File: config.mk
export PLATFORM = sky130hd
export DESIGN_NAME = mem_port_arbiter
export DESIGN_NICKNAME = d
export VERILOG_FILES = /design/src/rtl/mem_port_arbiter.sv
export SDC_FILE = /design/constraint.sdc
export NUM_CORES = 1
export LEC_CHECK = 0
export ABC_AREA = 1
export CAP_MARGIN = 20
export CORE_MARGIN = 1
export CORE_UTILIZATION = 37
export DETAILED_ROUTE_END_ITERATION = 7
export PLACE_DENSITY = 0.77
export SYNTH_ARGS = -nofsm -noshare
export SYNTH_HDL_FRONTEND = slang
export SYNTH_SLANG_ARGS = --single-unit
File: constraint.sdc
create_clock -name clk -period 1.6 [get_ports clk]
set_input_delay 0.4 -clock clk [delete_from_list [all_inputs] [get_ports clk]]
set_output_delay 0.4 -clock clk [all_outputs]
set_load 0.02 [all_outputs]
File: src/rtl/mem_port_arbiter.sv
// Round-robin owner of the shared data-memory port: one grant at a time, strobe held MEM_LAT cycles,
// done pulsed the cycle after; requesters hold level requests until done (one access per MEM_LAT+2 cycles).
module mem_port_arbiter #(
   parameter int NCORES  = 4,
   parameter int AW      = 16,
   parameter int DW      = 8,
   parameter int MEM_LAT = 2
) (
   input  logic                 clk,
   input  logic                 rst,
   input  logic [NCORES-1:0]    req_rd,
   input  logic [NCORES-1:0]    req_wr,
   input  logic [NCORES*AW-1:0] req_addr,
   input  logic [NCORES*DW-1:0] req_wdata,
   output logic [NCORES-1:0]    gnt,
   output logic [NCORES-1:0]    done,
   output logic [DW-1:0]        rdata,
   output logic                 busy,
   output logic                 mem_rd,
   output logic                 mem_wr,
   output logic [AW-1:0]        mem_addr,
   output logic [DW-1:0]        mem_wdata,
   input  logic [DW-1:0]        mem_rdata
);
   localparam int IW = $clog2(NCORES);
   localparam int SW = IW + 1;
   localparam int CW = $clog2(MEM_LAT + 1);

   typedef enum logic [1:0] {S_IDLE, S_ACCESS, S_DONE} state_t;

   state_t            state_q, state_d;
   logic [IW-1:0]     rr_ptr_q, rr_ptr_d;
   logic [IW-1:0]     id_q, id_d;
   logic [CW-1:0]     cnt_q, cnt_d;
   logic [NCORES-1:0] mask_q, mask_d;
   logic [NCORES-1:0] gnt_q, gnt_d;
   logic [NCORES-1:0] done_q, done_d;
   logic [DW-1:0]     rdata_q, rdata_d;
   logic              busy_q, busy_d;
   logic              mem_rd_q, mem_rd_d;
   logic              mem_wr_q, mem_wr_d;
   logic [AW-1:0]     mem_addr_q, mem_addr_d;
   logic [DW-1:0]     mem_wdata_q, mem_wdata_d;

   logic [NCORES-1:0] cand;
   logic [NCORES-1:0] cand_rot;
   logic [SW-1:0]     sum;
   logic              win_found;
   logic [IW-1:0]     win_id;

   // Rotate candidates so bit 0 is the core at rr_ptr; lowest set bit wins.
   assign cand     = (req_rd | req_wr) & ~mask_q;
   assign cand_rot = NCORES'({cand, cand} >> rr_ptr_q);

   always_comb begin
      win_found = 1'b0;
      win_id    = '0;
      sum       = '0;
      for (int k = NCORES - 1; k >= 0; k--) begin
         if (cand_rot[k]) begin
            sum = {1'b0, rr_ptr_q} + SW'(k);
            if (sum >= SW'(NCORES)) begin
               sum = sum - SW'(NCORES);
            end
            win_found = 1'b1;
            win_id    = sum[IW-1:0];
         end
      end
   end

   always_comb begin
      state_d     = state_q;
      rr_ptr_d    = rr_ptr_q;
      id_d        = id_q;
      cnt_d       = cnt_q;
      mask_d      = mask_q;
      gnt_d       = gnt_q;
      done_d      = done_q;
      rdata_d     = rdata_q;
      busy_d      = busy_q;
      mem_rd_d    = mem_rd_q;
      mem_wr_d    = mem_wr_q;
      mem_addr_d  = mem_addr_q;
      mem_wdata_d = mem_wdata_q;
      case (state_q)
         S_IDLE: begin
            mask_d = '0;
            if (win_found) begin
               id_d        = win_id;
               gnt_d       = NCORES'(1) << win_id;
               busy_d      = 1'b1;
               mem_wr_d    = req_wr[win_id];
               mem_rd_d    = ~req_wr[win_id];
               mem_addr_d  = req_addr[win_id*AW +: AW];
               mem_wdata_d = req_wdata[win_id*DW +: DW];
               cnt_d       = '0;
               state_d     = S_ACCESS;
            end
         end
         S_ACCESS: begin
            cnt_d = cnt_q + CW'(1);
            if (cnt_q == CW'(MEM_LAT - 1)) begin
               if (mem_rd_q) begin
                  rdata_d = mem_rdata;
               end
               mem_rd_d = 1'b0;
               mem_wr_d = 1'b0;
               done_d   = gnt_q;
               state_d  = S_DONE;
            end
         end
         S_DONE: begin
            done_d   = '0;
            gnt_d    = '0;
            busy_d   = 1'b0;
            rr_ptr_d = (id_q == IW'(NCORES - 1)) ? '0 : id_q + IW'(1);
            // Hide the just-served core for one IDLE cycle so its held request is not re-served.
            mask_d   = NCORES'(1) << id_q;
            state_d  = S_IDLE;
         end
         default: state_d = S_IDLE;
      endcase
   end

   always_ff @(posedge clk) begin
      if (rst) begin
         state_q     <= S_IDLE;
         rr_ptr_q    <= '0;
         id_q        <= '0;
         cnt_q       <= '0;
         mask_q      <= '0;
         gnt_q       <= '0;
         done_q      <= '0;
         rdata_q     <= '0;
         busy_q      <= 1'b0;
         mem_rd_q    <= 1'b0;
         mem_wr_q    <= 1'b0;
         mem_addr_q  <= '0;
         mem_wdata_q <= '0;
      end else begin
         state_q     <= state_d;
         rr_ptr_q    <= rr_ptr_d;
         id_q        <= id_d;
         cnt_q       <= cnt_d;
         mask_q      <= mask_d;
         gnt_q       <= gnt_d;
         done_q      <= done_d;
         rdata_q     <= rdata_d;
         busy_q      <= busy_d;
         mem_rd_q    <= mem_rd_d;
         mem_wr_q    <= mem_wr_d;
         mem_addr_q  <= mem_addr_d;
         mem_wdata_q <= mem_wdata_d;
      end
   end

   assign gnt       = gnt_q;
   assign done      = done_q;
   assign rdata     = rdata_q;
   assign busy      = busy_q;
   assign mem_rd    = mem_rd_q;
   assign mem_wr    = mem_wr_q;
   assign mem_addr  = mem_addr_q;
   assign mem_wdata = mem_wdata_q;
endmodule

### Word level (Yosys, flattened, before mapping)

Cells that the tools add are included.

| word-level totals | value |
|---|---|
| word-level logic and storage cells | 85 |
| output and inout port bits | 43 |
| input port bits | 114 |
| bits in registers | 55 |

| cells by class | value |
|---|---|
| reduce and logical (&&, ||, !) cells | 11 |
| bitwise gates (word level) | 4 |
| $lt $le $gt $ge | 5 |
| equal/unequal tests | 6 |
| shift-type cells | 5 |
| $add $sub $neg | 9 |
| muxes and demuxes | 32 |

Operator list:

| kind | count |
|---|---|
| $shiftx 64x7->16 | 1 |
| $shiftx 32x6->8 | 1 |
| $mux 2 | 12 |
| $pmux 4 s2 | 3 |
| $reduce_and 2->1 | 5 |
| $ge 3x3->1 const B | 3 |
| $mux 1 | 9 |
| $mux 4 | 2 |
| $pmux 2 s2 | 2 |
| $shl 1x2->4 const A | 2 |
| $shr 8x2->4 | 1 |
| $sub 2x1->2 const B | 4 |
| $add 2x2->3 const B | 2 |
| $pmux 1 s2 | 3 |
| $reduce_and 3->1 | 2 |
| $reduce_bool 2->1 | 3 |
| $add 2x1->2 const B | 2 |
| $and 4x4->4 | 1 |
| $eq 2x1->1 const B | 2 |
| $eq 2x2->1 const B | 2 |
| $ne 2x2->1 const B | 2 |
| $not 4->4 | 1 |
| $or 4x4->4 | 1 |
| $add 2x1->3 const B | 1 |
| other kinds (5) | 5 |

### Logic depth before layout (Yosys ltp)

Gate-level depths: netlist of the first run.

| logic depth | value |
|---|---|
| word-level depth | 12 |
| gate-level depth with buffers | 17 |
| mapped depth without buffers | 16 |

### Worst setup path before layout of the first run

Ideal clock, no wire load.

| timing | value |
|---|---|
| path type | input port to flip-flop |
| start point | input req_wr[1] |
| end point | register mem_addr_q[10] (netlist: mem_addr[10]) |
| setup time | 0.109 ns |
| stages | 12 |
| required time | 1.491 ns |
| slack | -0.114 ns |
| data arrival time | 1.605 ns |
| path buffers | 2 |
| path through | inv_1 > nand2_1 > nand3_1 > nand4_2 > o21ai_0 > nor2_1 > buf_4 > buf_2 > nor2_1 > nor2_1 > nand2_1 > inv_1 |

| between the ends | value |
|---|---|
| word-level cells in the longest chain between the ends | 8 |
| elaborated cells between the ends (all ways) | 13 |
| classes of those cells | 2 x shift; 8 x mux; 2 x bitwise; 1 x reduce/logical |

RTL lines:

| item | line | RTL |
|---|---|---|
| start: declaration | 12 | `input logic [NCORES-1:0] req_wr,` |
| $or 4x4->4 * | 52 | `assign cand = (req_rd \| req_wr) & ~mask_q;` |
| $and 4x4->4 * | 52 |  |
| $shr 8x2->4 * | 53 | `assign cand_rot = NCORES'({cand, cand} >> rr_ptr_q);` |
| $mux 2 / $mux 1 (equally long branches) (4 in a row) | 60 | `if (cand_rot[k]) begin` |
| $shiftx 64x7->16 / $reduce_and 2->1 (equally long branches) | -- |  |
| end signal: assignment | 152 | `mem_addr_q <= mem_addr_d;` |
| end: declaration | 42 | `logic [AW-1:0] mem_addr_q, mem_addr_d;` |

Mark *: on every way between the ends. The rest lies on a longest branch, timed or not.
A chain may end at the register's enable or synchronous reset.

### Final worst setup path of the first run

| timing | value |
|---|---|
| start point | register rr_ptr_q[0] |
| end point | register mem_wr_q (netlist: mem_wr) |

| between the ends | value |
|---|---|
| word-level cells in the longest chain between the ends | 11 |
| elaborated cells between the ends (all ways) | 30 |
| classes of those cells | 7 x add/sub; 4 x order compare; 1 x eq/ne; 1 x shift; 16 x mux; 1 x reduce/logical |

RTL lines:

| item | line | RTL |
|---|---|---|
| start: declaration | 32 | `logic [IW-1:0] rr_ptr_q, rr_ptr_d;` |
| start signal: assignment | 142 | `rr_ptr_q <= rr_ptr_d;` |
| $add 2x2->3 | 61 | `sum = {1'b0, rr_ptr_q} + SW'(k);` |
| $ge 3x3->1 / $sub 2x1->2 (equally long branches) | 62, 63 |  |
| $mux 2 | 62 | `if (sum >= SW'(NCORES)) begin` |
| $mux 2 (4 in a row) | 60 |  |
| $bmux 1 s2 | 92 | `mem_wr_d = req_wr[win_id];` |
| $mux 1 (implied by the code) | 92 |  |
| $mux 1 | 88 | `if (win_found) begin` |
| $pmux 1 s2 | 85 | `case (state_q)` |
| end signal: assignment | 151 | `mem_wr_q <= mem_wr_d;` |
| end: declaration | 41 | `logic mem_wr_q, mem_wr_d;` |

Parallel ways exist; a longest one is shown, timed or not. The select of a mux whose other input is x is not followed.

==> flow_summary.yaml, run 1 <==
status:
  status: "finished, violations left"
  violations: "setup timing"
sta:
  rsz0062_at_grt: "yes"
  setup_viol: 36
  finalCriticalPeriod_ns: 1.89
  slew-limit-headroom: 0.755
  slew_violations: 0
  tightest_slew_ns: 0.367
  fin_crit_sh: 1.18
  fin_ws_ns: -0.294
  hold_violations: 0
  skew_ns: 0.00935
  setup_tns_ns: -7.86
  fmax_mhz: 528
pwr:
  ir_drop_v: 0.000503
  fin_total_pwr_mw: 4.42
  p_leak_nw: 2.76
  cellPowerDensity_nw_per_um2: 759
finish:
  multiInputGateArea_um2: 2140
  seq_area_um2: 1110
  final_common_cell: "nand2_1"
  fin_cells: 806
  nFillCells: 706
  final_cell_mix: "nand2_1 (137), clkdlybuf4s50_1 (104), nand3_1 (69), dfxtp_1 (52), dlygate4sd2_1 (50)"
  area_growth_pct: 79.2
  drive_gt1_frac: 0.217
  n_antenna_cell: 0
  nNetsFinal: 819
  layout.cell_area.non_filler_um2: 5830
placement:
  gp_congestion: 0.880
  dp.cells: 784
  postPlaceCellArea_um2: 5250
  dp.final_hpwl_mm: 8.14
  dp_slack_ns: -0.794
  io_buffers: 156
worst_setup_path:
  max_stage_delay_ns: 0.42
  crit_path_max_fanout: 6
  cp_slowest_cell: "dfxtp_4"
  critPathCapture: "mem_wr$_SDFFE_PP0P_"
  crit_path_end_kind: "flip-flop"
  critPathMostFrequentCell: "nand2_1"
  r2r_slack_ns: -0.29
  start_kind: "flip-flop"
  worstPathRequired_ns: 1.80
  cp_cell_sequence: "inv_8 -> nand3_2 -> nand2_1 -> nand2_2 -> nand2_2 -> inv_2 -> nand2_4 -> nand3_4 -> buf_4 -> nand3_1 -> nand2_1 -> nand2_2 -> nand2_1 -> nand2_1 -> a21oi_1"
  reg2reg_depth: 15
  critPathKind: "flip-flop to flip-flop"
  worstPathArrival_ns: 2.10
  r2r-start: "rr_ptr_q[0]$_SDFFE_PP0P_"
  reg2reg_to: "mem_wr$_SDFFE_PP0P_"
  crit_path_start: "rr_ptr_q[0]$_SDFFE_PP0P_"
synthesis:
  yosysWarnings: 0
  synthXorXnorAreaFrac: 0.00269
  synthDistinctLibCells: 27
  syn_nets: 632
  avgSynthCellArea_um2: 6.34
  yosysSeqAreaShare: 0.338
  syn_area_um2: 3250
  synth-seq-cells: 55
  synth_cells: 513
  synth_top_family_by_area: "simple AND/OR/NAND/NOR gates"
  synthAdderAreaFrac: 0.0192
  muxShareOfSynthArea: 0
  synth-simple-area-share: 0.452
  synth_compound_area_frac: 0.0758
clocking:
  clk_pin_slew_ns: 0.11
  ctsHoldBuffers: 0
  cts_max_level: 2
  cts_buffer_depth: 2
  insertion_delay_ns: 0.32
  clock-root-buffer: "clkbuf_8"
  cts.sinks: 55
  cts_buffers: 5
  cts_tree: "built"
worst_hold_path:
  holdCritPathClass: "flip-flop to flip-flop"
die:
  start_util: 0.388
  core-area_um2: 8380
  die_w_um: 95.8
  boundaryPins: 157
  die_height_um: 95.8
  die-area_um2: 9170
  rows: 33
detailed_routing:
  viasPerCell: 5.17
  route.detailed.drc: 0
  post_drt_wl_per_cell_um: 15.0
  dr.pass1.iters: 4
  ant_nets: 0
  drt-total-wl_mm: 12.1
  first_iter_violations: 183
  vias: 4168
global_route:
  track_usage: 0.253
  antenna_found_initial: 0
  grt_pass1_vias: 3887
  grt_overflow_total: 0
  grt_max_degree: 28
  grt_pass1_wl_mm: 18.0
job:
  drv_cap: 0
[report_power, final]
group	internal (mW)	switching, mW
Sequential	1.50	0.0862
Clock	0.326	0.520
Combinational	0.941	1.05
Total	2.77	1.66
[synth_stat cells (all sizes together)]
| cell type | n | share of area |
|---|---|---|
| nand3 | 83 | 0.14 |
| ha | 5 | 0.019 |
| o21ai | 12 | 0.020 |
| inv | 51 | 0.060 |
| nand2 | 170 | 0.21 |
| a21oi | 24 | 0.037 |
| xnor2 | 1 | 0.0027 |
| clkbuf | 5 | 0.0058 |
| o22ai | 1 | 0.0019 |
| dfxtp | 55 | 0.34 |
| o41ai | 1 | 0.0027 |
| nor2 | 58 | 0.069 |
| nand4 | 20 | 0.040 |
| buf | 22 | 0.047 |
| a22oi | 1 | 0.0023 |
| a32o | 4 | 0.012 |
[cell families after synthesis]
logic type / after synthesis
compound gates: 43
xor+xnor: 1
flops: 55
fa+ha+maj: 5
simple gates: 331
buf+inv: 78
[layer usage]
layer / vias up / routed length (µm) / track usage
li1: 2029 / - / -
met1: 1943 / 4490 / 0.280
met2: 164 / 6370 / 0.464
met3: 32 / 825 / 0.0616
met4: 0 / 395 / 0.0958
met5: - / 0 / 0
[sequential cells by signal, summed over array words and instances, names as in the netlist]
register / flops
busy: 1
cnt_q: 2
done: 4
gnt: 4
id_q: 2
mask_q: 4
mem_addr: 16
mem_rd: 1
mem_wdata: 8
mem_wr: 1
rdata: 8
rr_ptr_q: 2
state_q: 2
[critical path: cells and delay by family (launching register included)]
family / cells / cell delay (ns)
flops: 1 / 0.42
compound gates: 1 / 0.06
buf+inv: 3 / 0.31
simple gates: 11 / 0.99
[worst min path at each step]
stage                           from                    end  slack, ns  depth (start not counted)
2_1_floorplan  cnt_q[0]$_SDFFE_PP0P_  cnt_q[0]$_SDFFE_PP0P_       0.43                          1
3_3_place_gp   cnt_q[0]$_SDFFE_PP0P_  cnt_q[0]$_SDFFE_PP0P_       0.44                          1
3_5_place_dp   rdata[3]$_SDFFE_PP0P_  rdata[3]$_SDFFE_PP0P_       0.45                          2
4_1_cts                          rst    gnt[0]$_SDFFE_PP0P_       0.43                          2
5_1_grt                          rst    gnt[0]$_SDFFE_PP0P_       0.46                          2
6_report       rdata[3]$_SDFFE_PP0P_  rdata[3]$_SDFFE_PP0P_       0.46                          2
[what timing repair did]
action                     in CTS  in global routing
pin swaps                      27                 25
gates cloned                    2                  2
setup buffers                   8                  3
setup endpoints to repair      79                 50
gates resized for setup       106                 35
[through the flow]
step / utilization / hold WS [ns]
2_1_floorplan: - / 0.433
3_3_place_gp: 0.627 / 0.444
3_5_place_dp: 0.627 / 0.452
4_1_cts: 0.674 / 0.429
5_1_grt: 0.696 / 0.458
6_report: 0.696 / 0.462
[cell type report]
type,count,share of cell area
clock inverters,3,0.00472
multi-input cells,380,0.367
inverters,51,0.0388
clock buffers,5,0.0118
well taps,105,0.0225
flip-flops and latches,55,0.190
repair buffers,207,0.365
No activity file was read; power rests on OpenSTA's default activity.
==> inputs of run 2 (changes only) <==
Settings changed: ABC_AREA 1 to 0, REMOVE_ABC_BUFFERS set to 1.
==> run 2 against run 1 <==
Core utilization down 2.1 points. Register-to-register slack improved by 0.07 ns. Worst setup slack gained 0.075 ns. Global-route usage rose by 0.56 points. Synthesized area is 1.5% lower. Die area fell by 1.4%. The flow still finishes with violations (setup timing). Critical endpoint is now mem_addr[3]$_SDFFE_PP0P_. Non-clock buffer count grew 19. Sequential cell count stayed put.
==> flow_summary.yaml, run 2 <==
die:
  die_w_um: 95.1
  start_util: 0.386
  die_height_um: 95.1
  core-area_um2: 8300
  boundaryPins: 157
  rows: 33
  die-area_um2: 9040
worst_hold_path:
  hold-path-cell-count: 2
  holdCritPathClass: "flip-flop to flip-flop"
detailed_routing:
  dr.pass1.iters: 4
  viasPerCell: 5.33
  ant_nets: 0
  vias: 3786
  first_iter_violations: 173
  drt-total-wl_mm: 11.9
  post_drt_wl_per_cell_um: 16.8
  route.detailed.drc: 0
placement:
  gp_congestion: 0.779
  dp.final_hpwl_mm: 7.97
  dp_slack_ns: -0.779
  io_buffers: 156
  postPlaceCellArea_um2: 5110
synthesis:
  yosys-top-cells-count: "nor2_1 (70), nand2_1 (62), dfxtp_1 (55)"
  syn_area_um2: 3210
  muxShareOfSynthArea: 0.0827
  synth_top_cell_by_area: "dfxtp_1"
  synth_top_family_by_area: "compound AO/OA/AOI/OAI gates"
  synth_area_leaders: "dfxtp_1 (34%), nor2_1 (8.2%), mux2i_1 (7.8%)"
  ys_async_sr_fraction: 0
  yosys.cell_count.top_type: "nor2_1"
  synthFlopType: "dfxtp_1"
  synth_compound_area_frac: 0.273
  synth-edff-count: 0
  synth_cells: 399
  synth-seq-cells: 55
  synthXorXnorAreaFrac: 0
  synthAdderAreaFrac: 0.0195
  yosysSeqAreaShare: 0.343
  synth_top_area_share: 0.343
  yosysWarnings: 0
  synthDistinctLibCells: 41
  avgSynthCellArea_um2: 8.03
  synth-simple-area-share: 0.216
worst_setup_path:
  r2r-start: "mask_q[2]$_SDFFE_PP0P_"
  worstPathArrival_ns: 2.06
  crit_path_max_fanout: 10
  critPathMostFrequentCell: "buf_6"
  cp_slowest_cell: "dfxtp_2"
  cp_cell_sequence: "o21bai_4 -> buf_6 -> buf_6 -> buf_6 -> a41oi_4 -> buf_6 -> o21bai_1 -> or2_1 -> o22ai_1"
  start_kind: "flip-flop"
  crit_path_start: "mask_q[2]$_SDFFE_PP0P_"
  reg2reg_to: "mem_addr[3]$_SDFFE_PP0P_"
  critPathKind: "flip-flop to flip-flop"
  r2r_slack_ns: -0.22
  max_stage_delay_ns: 0.33
  worstPathRequired_ns: 1.84
  crit_path_end_kind: "flip-flop"
  reg2reg_depth: 9
  critPathCapture: "mem_addr[3]$_SDFFE_PP0P_"
status:
  status: "finished, violations left"
  violations: "setup timing"
clocking:
  clk_pin_slew_ns: 0.11
  cts_max_level: 2
  clock-root-buffer: "clkbuf_8"
  cts_buffers: 5
  cts_tree: "built"
  cts.sinks: 55
  insertion_delay_ns: 0.31
  cts_buffer_depth: 2
  ctsHoldBuffers: 0
finish:
  layout.cell_area.non_filler_um2: 5600
  largest_reg_flops: 16
  area_growth_pct: 74.7
  final_cell_mix: "clkdlybuf4s50_1 (104), nor2_1 (67), nand2_1 (62), dfxtp_1 (50), buf_4 (47)"
  final_common_cell: "clkdlybuf4s50_1"
  drive_gt1_frac: 0.212
  nNetsFinal: 723
  n_antenna_cell: 0
  fin_util: 0.675
sta:
  hold_violations: 0
  setup_tns_ns: -4.40
  tightest_slew_ns: 0.413
  fin_crit_sh: 1.14
  fmax_mhz: 550
  setup_viol: 31
  holdWs_ns: 0.460
  slew_violations: 0
  slew-limit-headroom: 0.724
  rsz0062_at_grt: "yes"
  fin_ws_ns: -0.220
  skew_ns: 0.00553
  finalCriticalPeriod_ns: 1.82
global_route:
  grt_pass1_vias: 3750
  grt_max_degree: 22
  grt_overflow_total: 0
  track_usage: 0.258
  antenna_found_initial: 0
  grt_pass1_wl_mm: 18.0
pwr:
  cellPowerDensity_nw_per_um2: 684
  ir_drop_v: 0.000433
  p_leak_nw: 2.34
job:
  drv_cap: 0
## run 2: changes by cell type in the layout (fill, tap and decap cells not counted), moves of 16 or more
cell     before  now
inv_1        31    5
nand2_2      20    0
nand4_1      19    0
mux2i_1       0   21
nand3_1      69    6
nor2_1       49   67
a221o_1       0   20
nand2_1     137   62
o21ai_1       2   18
buf_4        24   47
## run 2: final cells by class
cell class,count,area (µm²)
fillers,676,2700
repair buffers,226,2170
multi-input cells,310,2070
flip-flops and latches,55,1110
well taps,105,131
clock buffers,5,68.8
clock inverters,3,27.5
inverters,6,25.0
## run 2: how the worst min path moves through the flow
stage / start / end / slack [ns]
finish: rdata[2]$_SDFFE_PP0P_ / rdata[2]$_SDFFE_PP0P_ / 0.46
global placement: rdata[2]$_SDFFE_PP0P_ / rdata[2]$_SDFFE_PP0P_ / 0.44
CTS: rdata[2]$_SDFFE_PP0P_ / rdata[2]$_SDFFE_PP0P_ / 0.46
global route: rdata[3]$_SDFFE_PP0P_ / rdata[3]$_SDFFE_PP0P_ / 0.49
floorplan: cnt_q[1]$_SDFFE_PP0P_ / cnt_q[1]$_SDFFE_PP0P_ / 0.45
detailed placement: rdata[2]$_SDFFE_PP0P_ / rdata[2]$_SDFFE_PP0P_ / 0.45
## run 2: critical path: cells and delay by family (launching register included)
family	cells	cell delay [ns]
flip-flops	1	0.33
AND/OR/NAND/NOR	1	0.22
AO/OA/AOI/OAI	4	0.62
buffers and inverters	4	0.57
## run 2: per-stage QoR
step / power (mW) / instances
after global placement: 2.87 / 678
after detailed placement: 2.90 / 678
after global routing: 4.03 / 710
final: 3.83 / 710
after floorplan: 2.15 / 370
after CTS: 3.78 / 707
## run 2: layer usage
layer | GRT usage | up-vias | routed length [µm]
met5 | 0 | - | 0
met4 | 0.0833 | 0 | 365
met3 | 0.0718 | 30 | 941
met2 | 0.477 | 177 | 6220
met1 | 0.282 | 1759 | 4420
li1 | - | 1820 | -
## run 2: timing repair
action	in CTS	in global routing
pin swaps	16	6
resized for setup	98	22
setup endpoints to repair	77	40
gates cloned	6	0
setup buffers	16	3
## run 2: cells by family (layout without fill, tap and decap cells)
| kind of cell | Yosys count | count (layout) |
|---|---|---|
| buf+inv | 35 | 240 |
| fa+ha+maj | 5 | 5 |
| mux | 26 | 26 |
| flops | 55 | 55 |
| compound gates | 114 | 115 |
| simple gates | 164 | 164 |
## run 2: power by group
group          internal, mW  leakage [nW]  switching (mW)
clock                 0.323        0.0463           0.515
combinational         0.758          1.84           0.693
sequential             1.48         0.454          0.0650
total                  2.56          2.34            1.27
==> inputs of run 3 (changes only) <==
Settings changed: CORE_MARGIN 1 to unset, CORE_UTILIZATION 37 to 38, CTS_BUF_LIST set to sky130_fd_sc_hd__clkbuf_4, PLACE_DENSITY 0.77 to 0.79.
==> run 3 against run 2 <==
The run still ends with setup timing left. Sequential share of layout area decreased by 0.59 points. Hold slack got worse by 0.034 ns. Count of clock-buffer cells in the layout unchanged. Sequential power about the same. Worst setup slack got worse by 0.027 ns. Critical path type unchanged.
==> flow_summary.yaml, run 3 (synthesis results as in run 2) <==
status:
  status: "finished, violations left"
  violations: "setup timing"
worst_setup_path:
  crit_path_end_kind: "flip-flop"
  r2r_slack_ns: -0.25
  worstPathRequired_ns: 1.90
  crit_path_max_fanout: 6
  reg2reg_depth: 9
  start_kind: "flip-flop"
  worstPathArrival_ns: 2.15
  critPathKind: "flip-flop to flip-flop"
  reg2reg_to: "mem_wdata[5]$_SDFFE_PP0P_"
  r2r-start: "mask_q[0]$_SDFFE_PP0P_"
clocking:
  insertion_delay_ns: 0.39
  clock-root-buffer: "clkbuf_4"
  cts_buffer_depth: 2
  cts.sinks: 55
  ctsHoldBuffers: 0
  cts_buffers: 5
  cts_max_level: 2
  cts_tree: "built"
  clk_pin_slew_ns: 0.17
global_route:
  track_usage: 0.264
  grt_max_degree: 23
  antenna_found_initial: 0
  grt_overflow_total: 0
  grt_pass1_vias: 3813
  grt_pass1_wl_mm: 18.0
sta:
  hold_violations: 0
  setup_viol: 36
  slew_violations: 0
  slew-limit-headroom: 0.738
  holdWs_ns: 0.426
  fmax_mhz: 542
  skew_ns: 0.00955
  fin_ws_ns: -0.246
  setup_tns_ns: -6.95
  finalCriticalPeriod_ns: 1.85
  fin_crit_sh: 1.15
  rsz0062_at_grt: "yes"
  tightest_slew_ns: 0.392
finish:
  fin_util: 0.705
  final_cell_mix: "clkdlybuf4s50_1 (104), nor2_1 (67), nand2_1 (58), dfxtp_1 (51), dlygate4sd2_1 (48)"
  largest_reg_flops: 16
  multiInputGateArea_um2: 2070
  seq_area_um2: 1110
  n_antenna_cell: 0
  nNetsFinal: 728
  area_growth_pct: 79.9
  final_common_cell: "clkdlybuf4s50_1"
  drive_gt1_frac: 0.210
  nFillCells: 641
pwr:
  p_leak_nw: 2.40
  seqPwrFrac: 0.394
  p_sw_mw: 1.27
  swShare: 0.323
  combPwrFrac: 0.397
  intPower_mw: 2.65
  fin_total_pwr_mw: 3.92
  p_clk_frac: 0.209
  ir_drop_v: 0.000511
  cellPowerDensity_nw_per_um2: 679
detailed_routing:
  drt-total-wl_mm: 12.0
  first_iter_violations: 175
  viasPerCell: 5.39
  vias: 3857
  route.detailed.drc: 0
  post_drt_wl_per_cell_um: 16.7
  dr.pass1.iters: 4
  ant_nets: 0
placement:
  gp_congestion: 0.824
  dp.final_hpwl_mm: 7.89
  dp_slack_ns: -0.700
  io_buffers: 156
die:
  die_w_um: 93.8
  rows: 33
  boundaryPins: 157
  die_height_um: 93.8
  core-area_um2: 8180
  start_util: 0.392
  die-area_um2: 8810
job:
  drv_cap: 0
worst_hold_path:
  min_from: "rst"
  holdCritPathClass: "input port to flip-flop"
  hold-path-cell-count: 2
  min_to: "id_q[1]$_SDFFE_PP0P_"
[run 3: cell type report]
type	count	area share
well taps	105	0.0228
clock buffers	5	0.00651
repair buffers	232	0.407
inverters	6	0.00434
flip-flops and latches	55	0.192
multi-input cells	309	0.359
clock inverters	3	0.00803
[run 3: layer usage]
metal	track usage	share of wire	vias to the layer above	wire length, µm
li1	-	-	1830	-
met4	0.0846	0.022	0	258
met2	0.485	0.52	164	6220
met5	0	0	-	0
met1	0.298	0.39	1843	4660
met3	0.0623	0.068	20	816
[run 3: power by group through the flow]
stage,Sequential (mW),Combinational [mW],Clock (mW)
final,1.54,1.55,0.818
after global routing,1.56,1.65,0.888
after CTS,1.54,1.47,0.832
after detailed placement,1.57,1.34,0
after global placement,1.57,1.31,0
after floorplan,1.69,0.463,0
[run 3: worst max path at each step]
stage | startpoint | cells after the start | end | slack (ns)
final | mask_q[0]$_SDFFE_PP0P_ | 9 | mem_wdata[5]$_SDFFE_PP0P_ | -0.25
after global routing | mask_q[0]$_SDFFE_PP0P_ | 9 | mem_addr[14]$_SDFFE_PP0P_ | -0.33
after CTS | mask_q[2]$_SDFFE_PP0P_ | 9 | mem_wdata[0]$_SDFFE_PP0P_ | -0.21
after detailed placement | req_rd[3] | 9 | mem_wdata[4]$_SDFFE_PP0P_ | -0.70
after global placement | req_wr[2] | 8 | mem_addr[6]$_SDFFE_PP0P_ | -0.66
after floorplan | req_rd[0] | 6 | mem_rd$_SDFFE_PP0P_ | -1.48
[run 3: critical path: stages, from the launching register on]
cell and delay, ns:
dfxtp_2 0.36, o21bai_4 0.19, buf_6 0.13, buf_6 0.11
a41oi_4 0.25, nand2b_4 0.16, buf_16 0.17, a221o_1 0.27
nand2_1 0.07, o21ai_1 0.06
[run 3: metrics by stage]
stage	area (µm²)	instances
5_1_grt	5770	715
4_1_cts	5630	712
6_report	5770	715
3_3_place_gp	5160	680
3_5_place_dp	5160	680
2_1_floorplan	3020	370
[run 3: repair_timing]
| action | 4_1_cts | 5_1_grt |
|---|---|---|
| setup buffers | 18 | 3 |
| pin swaps | 24 | 14 |
| endpoints found under the setup margin | 75 | 39 |
| gates cloned | 6 | 1 |
| resized for setup | 93 | 23 |
